**src/rtl/interrupt_receiver.sv**
```systemverilog
// Receives the unsynchronised 4-bit button interrupt code.
// Synchronises and debounces it, then queues each new non-zero code for the core.
module interrupt_receiver #(
  parameter int SYNC_STAGES   = 2,
  parameter int STABLE_CYCLES = 4,
  parameter int FIFO_DEPTH    = 4
) (
  input  logic       clk,
  input  logic       rst,
  input  logic [3:0] interrupt,
  output logic       irq,
  output logic [3:0] irq_code,
  input  logic       irq_ack,
  output logic       overflow,
  input  logic       clear_overflow
);

  localparam int CW = $clog2(STABLE_CYCLES) + 1;
  localparam int AW = $clog2(FIFO_DEPTH);
  localparam int PW = AW + 1;
  localparam logic [CW-1:0] CMAX  = CW'(STABLE_CYCLES - 1);
  localparam logic [PW-1:0] DEPTH = PW'(FIFO_DEPTH);

  logic [SYNC_STAGES-1:0][3:0] r_sync;
  logic [3:0]                  r_cand;
  logic [3:0]                  r_acc;
  logic [CW-1:0]               r_cnt;
  logic [3:0]                  r_mem [FIFO_DEPTH];
  logic [PW-1:0]               r_wr;
  logic [PW-1:0]               r_rd;
  logic [3:0]                  r_head;
  logic                        r_ovf;

  logic [3:0]    w_s;
  logic          w_stable;
  logic          w_push;
  logic          w_empty;
  logic          w_full;
  logic          w_pop;
  logic          w_wr_en;
  logic          w_drop;
  logic [PW-1:0] w_rd_nx;
  logic [PW-1:0] w_wr_nx;
  logic [3:0]    w_head_nx;

  assign w_s = r_sync[SYNC_STAGES-1];

  always_ff @(posedge clk) begin
    if (rst) r_sync <= '0;
    else     r_sync <= {r_sync[SYNC_STAGES-2:0], interrupt};
  end

  // Only the edge that first sees a code held long enough acts on it.
  assign w_stable = (w_s == r_cand) && (r_cnt >= CMAX);
  assign w_push   = w_stable && (r_cand != r_acc) && (r_cand != 4'd0);

  always_ff @(posedge clk) begin
    if (rst) begin
      r_cand <= '0;
      r_acc  <= '0;
      r_cnt  <= '0;
    end else if (w_s != r_cand) begin
      r_cand <= w_s;
      r_cnt  <= '0;
    end else if (r_cnt < CMAX) begin
      r_cnt  <= r_cnt + CW'(1);
    end else if (r_cand != r_acc) begin
      r_acc  <= r_cand;
    end
  end

  assign w_empty = (r_wr == r_rd);
  assign w_full  = ((r_wr - r_rd) == DEPTH);
  assign w_pop   = irq_ack && !w_empty;
  assign w_wr_en = w_push && (!w_full || w_pop);
  assign w_drop  = w_push && w_full && !w_pop;
  assign w_rd_nx = r_rd + PW'(w_pop);
  assign w_wr_nx = r_wr + PW'(w_wr_en);

  // The new head may be the code being written this very edge.
  always_comb begin
    w_head_nx = r_mem[w_rd_nx[AW-1:0]];
    if (w_rd_nx == w_wr_nx)            w_head_nx = 4'd0;
    else if (w_wr_en && w_rd_nx == r_wr) w_head_nx = r_cand;
  end

  always_ff @(posedge clk) begin
    if (w_wr_en) r_mem[r_wr[AW-1:0]] <= r_cand;
  end

  always_ff @(posedge clk) begin
    if (rst) begin
      r_wr   <= '0;
      r_rd   <= '0;
      r_head <= '0;
      r_ovf  <= 1'b0;
    end else begin
      r_wr   <= w_wr_nx;
      r_rd   <= w_rd_nx;
      r_head <= w_head_nx;
      if (w_drop)              r_ovf <= 1'b1;
      else if (clear_overflow) r_ovf <= 1'b0;
    end
  end

  assign irq      = !w_empty;
  assign irq_code = r_head;
  assign overflow = r_ovf;

endmodule

```
**config.mk**
```make
export PLATFORM = sky130hd
export DESIGN_NAME = interrupt_receiver
export DESIGN_NICKNAME = d
export VERILOG_FILES = /design/src/rtl/interrupt_receiver.sv
export SDC_FILE = /design/constraint.sdc
export NUM_CORES = 1
export LEC_CHECK = 0
export ABC_AREA = 1
export BUFFER_PORTS_ARGS = -buffer_cell sky130_fd_sc_hd__buf_2
export CAP_MARGIN = 20
export CORE_MARGIN = 4
export CORE_UTILIZATION = 54
export CTS_BUF_LIST = sky130_fd_sc_hd__clkbuf_4 sky130_fd_sc_hd__clkbuf_8 sky130_fd_sc_hd__clkbuf_16
export DETAILED_ROUTE_END_ITERATION = 6
export HOLD_SLACK_MARGIN = 0.06
export PLACE_DENSITY = 0.86
export SLEW_MARGIN = 40
export SYNTH_ARGS = -nofsm -noshare
export SYNTH_HDL_FRONTEND = slang
export SYNTH_SLANG_ARGS = --single-unit
```
**constraint.sdc**
```tcl
create_clock -name clk -period 2.15 [get_ports clk]
set_input_delay 0.5375 -clock clk [delete_from_list [all_inputs] [get_ports clk]]
set_output_delay 0.5375 -clock clk [all_outputs]
set_load 0.02 [all_outputs]
```
==> flow_metrics.tcl <==
set metrics [dict create \
    start_util_pct 55.5 \
    r2r_start "r_rd[1]" \
    worstHoldStart "r_sync[0]" \
    fin_worst_skew_ns 0.0105 \
    die_height_um 72.1 \
    ys_seq_area_share_pct 48.7 \
    seq_area_um2 1100 \
    rr_worst_depth 16 \
    grt_max_degree 20 \
    p_leak_nw 1.33 \
    die_w_um 72.1 \
    layout_commonest_cell "nand2_1" \
    hpwlAfterDp_mm 3.40 \
    dr.pass1.iters 4 \
    finalCritPeriodShare_pct 100 \
    worstPathMaxFanout 4 \
    tritoncts.num_buffers 5 \
    cp.required_ns 2.36 \
    p_per_area_nw_per_um2 564 \
    grt_pass1_vias 1833 \
    path_cells "inv_2 -> ha_4 -> nand2_4 -> inv_2 -> nand3_1 -> nand2_2 -> nor2_4 -> ha_4 -> ha_4 -> xnor2_4 -> nand2b_4 -> nand4_1 -> nand2_1 -> inv_2 -> nand2_2 -> nor2_2" \
    synth_compound_area_share_pct 6.37 \
    wl_per_cell_um 12.9 \
    syn_to_final_growth_pct 33.7 \
    synth_nets 296 \
    clockBufferDepth 2 \
    setup_viol 0 \
    dieArea_um2 5200 \
    crit_path_end_kind "flop" \
    worstReg2RegEnd "irq_code[3]" \
    max_freq_ghz 0.465 \
    hold_violations 0 \
    synth-simple-area-share_pct 29.1 \
    ant_nets 0 \
    synth_warnings 0 \
    worstPathArrival_ns 2.36 \
    fin_nets 354 \
    crit_start "r_rd[1]" \
    vias 1948 \
    cts_tree "yes" \
    syn_area_um2 2220 \
    netlist-cell-type-count 27 \
    hp-class "reg -> reg" \
    fin_hold_ws_ns 0.401 \
    io_buffer_count 13 \
    stdcell_area_um2 2970 \
    synth_fa_ha_area_share_pct 4.51 \
    vias_per_cell 5.01 \
    first_iter_violations 147 \
    status "complete, no violations" \
    drc 0 \
    grt_first_pass_wirelength_mm 7.98 \
    slowest_delay_ns 0.33 \
    rows 23 \
    syn_avg_cell_area_um2 7.93 \
    synthFlopType "dfxtp_1" \
    synthArstFlopShare_pct 0 \
    antenna_found_initial 0 \
    gr-total-overflow 0 \
    synth-xor-area-share_pct 1.58 \
    core_area_um2 4000 \
    synth_seq_cells 46 \
    synth-edff-count 16 \
    cts.sinks 46 \
    htree_levels 2 \
    ir_drop_v 0.000477 \
    crit_type "reg -> reg" \
    cap_violations 0 \
    drive_gt1_share_pct 40.1 \
    placed_cell_area_um2 2600 \
    cp_slowest_cell "dfxtp_2" \
    drt-total-wl_mm 5.02 \
    clk_pin_slew_ns 0.08 \
    antennaDiodeCount 0 \
    rsz0062_at_grt "true" \
    postSynthCellCount 280 \
    fillers 242 \
    synth_top_family_by_area "simple AND/OR/NAND/NOR gates" \
    boundaryPins 14 \
    hold_buffers 0 \
    cp-start-kind "flop" \
    cts-root-buf "clkbuf_8" \
    rrSetupSlack_ns 0.0003 \
    synth_mux_area_share_pct 0 \
    worst_pin_slew_ns 0.436 \
    grtUsageTotal_pct 20.3 \
    slew_viol_final 0 \
    multi_input_area_um2 1110 \
    gp_congestion 0.856 \
    worstHoldPathCells 2 \
    crit_path_end "irq_code[3]" \
    period_needed_ns 2.15 \
    maxSlewHeadroom_pct 70.8 \
    final_cell_mix "55 x nand2_1, 41 x buf_4, 38 x nor2_1, 37 x inv_1, 19 x nand2_2" \
    insertion_delay_ns 0.30 \
]
[synthesized netlist by cell type (7+ instances only)]
| cell type | number | area, um2 |
|---|---|---|
| edfxtp_1 | 16 | 480 |
| dfxtp_1 | 30 | 601 |
| nand3_1 | 9 | 45.0 |
| inv_1 | 41 | 154 |
| ha_1 | 8 | 100 |
| inv_2 | 10 | 37.5 |
| nand2_1 | 66 | 248 |
| o21ai_0 | 9 | 45.0 |
| nor2_1 | 39 | 146 |
| a21oi_1 | 7 | 35.0 |
| nand2_2 | 9 | 56.3 |
[sequential cells by signal, summed over array words and instances, names as in the netlist]
name      flops
irq_code      4
overflow      1
r_wr          3
r_cand        4
r_acc         4
r_rd          3
w_s           4
r_sync        4
r_mem        16
r_cnt         3
[timing repair]
action,CTS,global route
gates resized for setup,18,32
pin swaps,16,23
cloned,0,0
setup buffers,4,4
endpoints found under the setup margin,4,8
[cells by family (layout without fill, tap and decap cells)]
| logic type | Yosys count | count (layout) |
|---|---|---|
| buffers and inverters | 57 | 116 |
| adder cells (fa/ha/maj) | 8 | 8 |
| AND/OR/NAND/NOR | 139 | 139 |
| AO/OA/AOI/OAI | 26 | 26 |
| flip-flops | 46 | 46 |
| XOR/XNOR | 4 | 4 |
[power breakdown]
part / switching, W / internal (W)
logic: 0.0000658 / 0.0000518
registers: 0.0000104 / 0.000907
clock network: 0.000267 / 0.000373
total: 0.000343 / 0.00133
[layout make-up]
class	count	area share (%)
Clock inverter	1	1.01
Multi-Input combinational cell	177	37.4
Inverter	54	7.00
Sequential cell	46	37.1
Clock buffer	7	2.82
Timing Repair Buffer	54	12.6
Tap cell	50	2.11
[per-layer routing]
metal  track usage [%]  vias to the layer above  wire length, um
li1                  -                      978                -
met1              23.0                      898             1880
met2              35.8                       59             2680
met3              4.71                       13              335
met4              9.60                        0              121
met5                 0                        -                0
[worst max-delay path: cells and delay by family, from the launching register on]
family / cells / cell delay [ns]
flops: 1 / 0.33
fa+ha+maj: 3 / 0.61
simple gates: 9 / 0.78
xor+xnor: 1 / 0.15
buf+inv: 3 / 0.18
[metrics by stage]
step	total power [W]	TNS, ns	std cells	worst slack [ns]	util (%)
finish	0.00167	0	389	0.000271	74.2
global route	0.00174	-0.477	389	-0.126	74.2
detailed placement	0.00104	-0.517	373	-0.138	65.0
CTS	0.00168	-0.00180	385	-0.00180	70.2
floorplan	0.00100	0	280	0.00377	-
global placement	0.00104	-0.222	373	-0.0578	65.0
[worst min path at each step]
stage	end	slack, ns
final	w_s[0]	0.40
after CTS	w_s[3]	0.40
after global placement	w_s[1]	0.39
after floorplan	w_s[0]	0.39
after detailed placement	w_s[3]	0.39
after global routing	w_s[2]	0.42
Note: power is estimated with default switching activity, not from simulation.
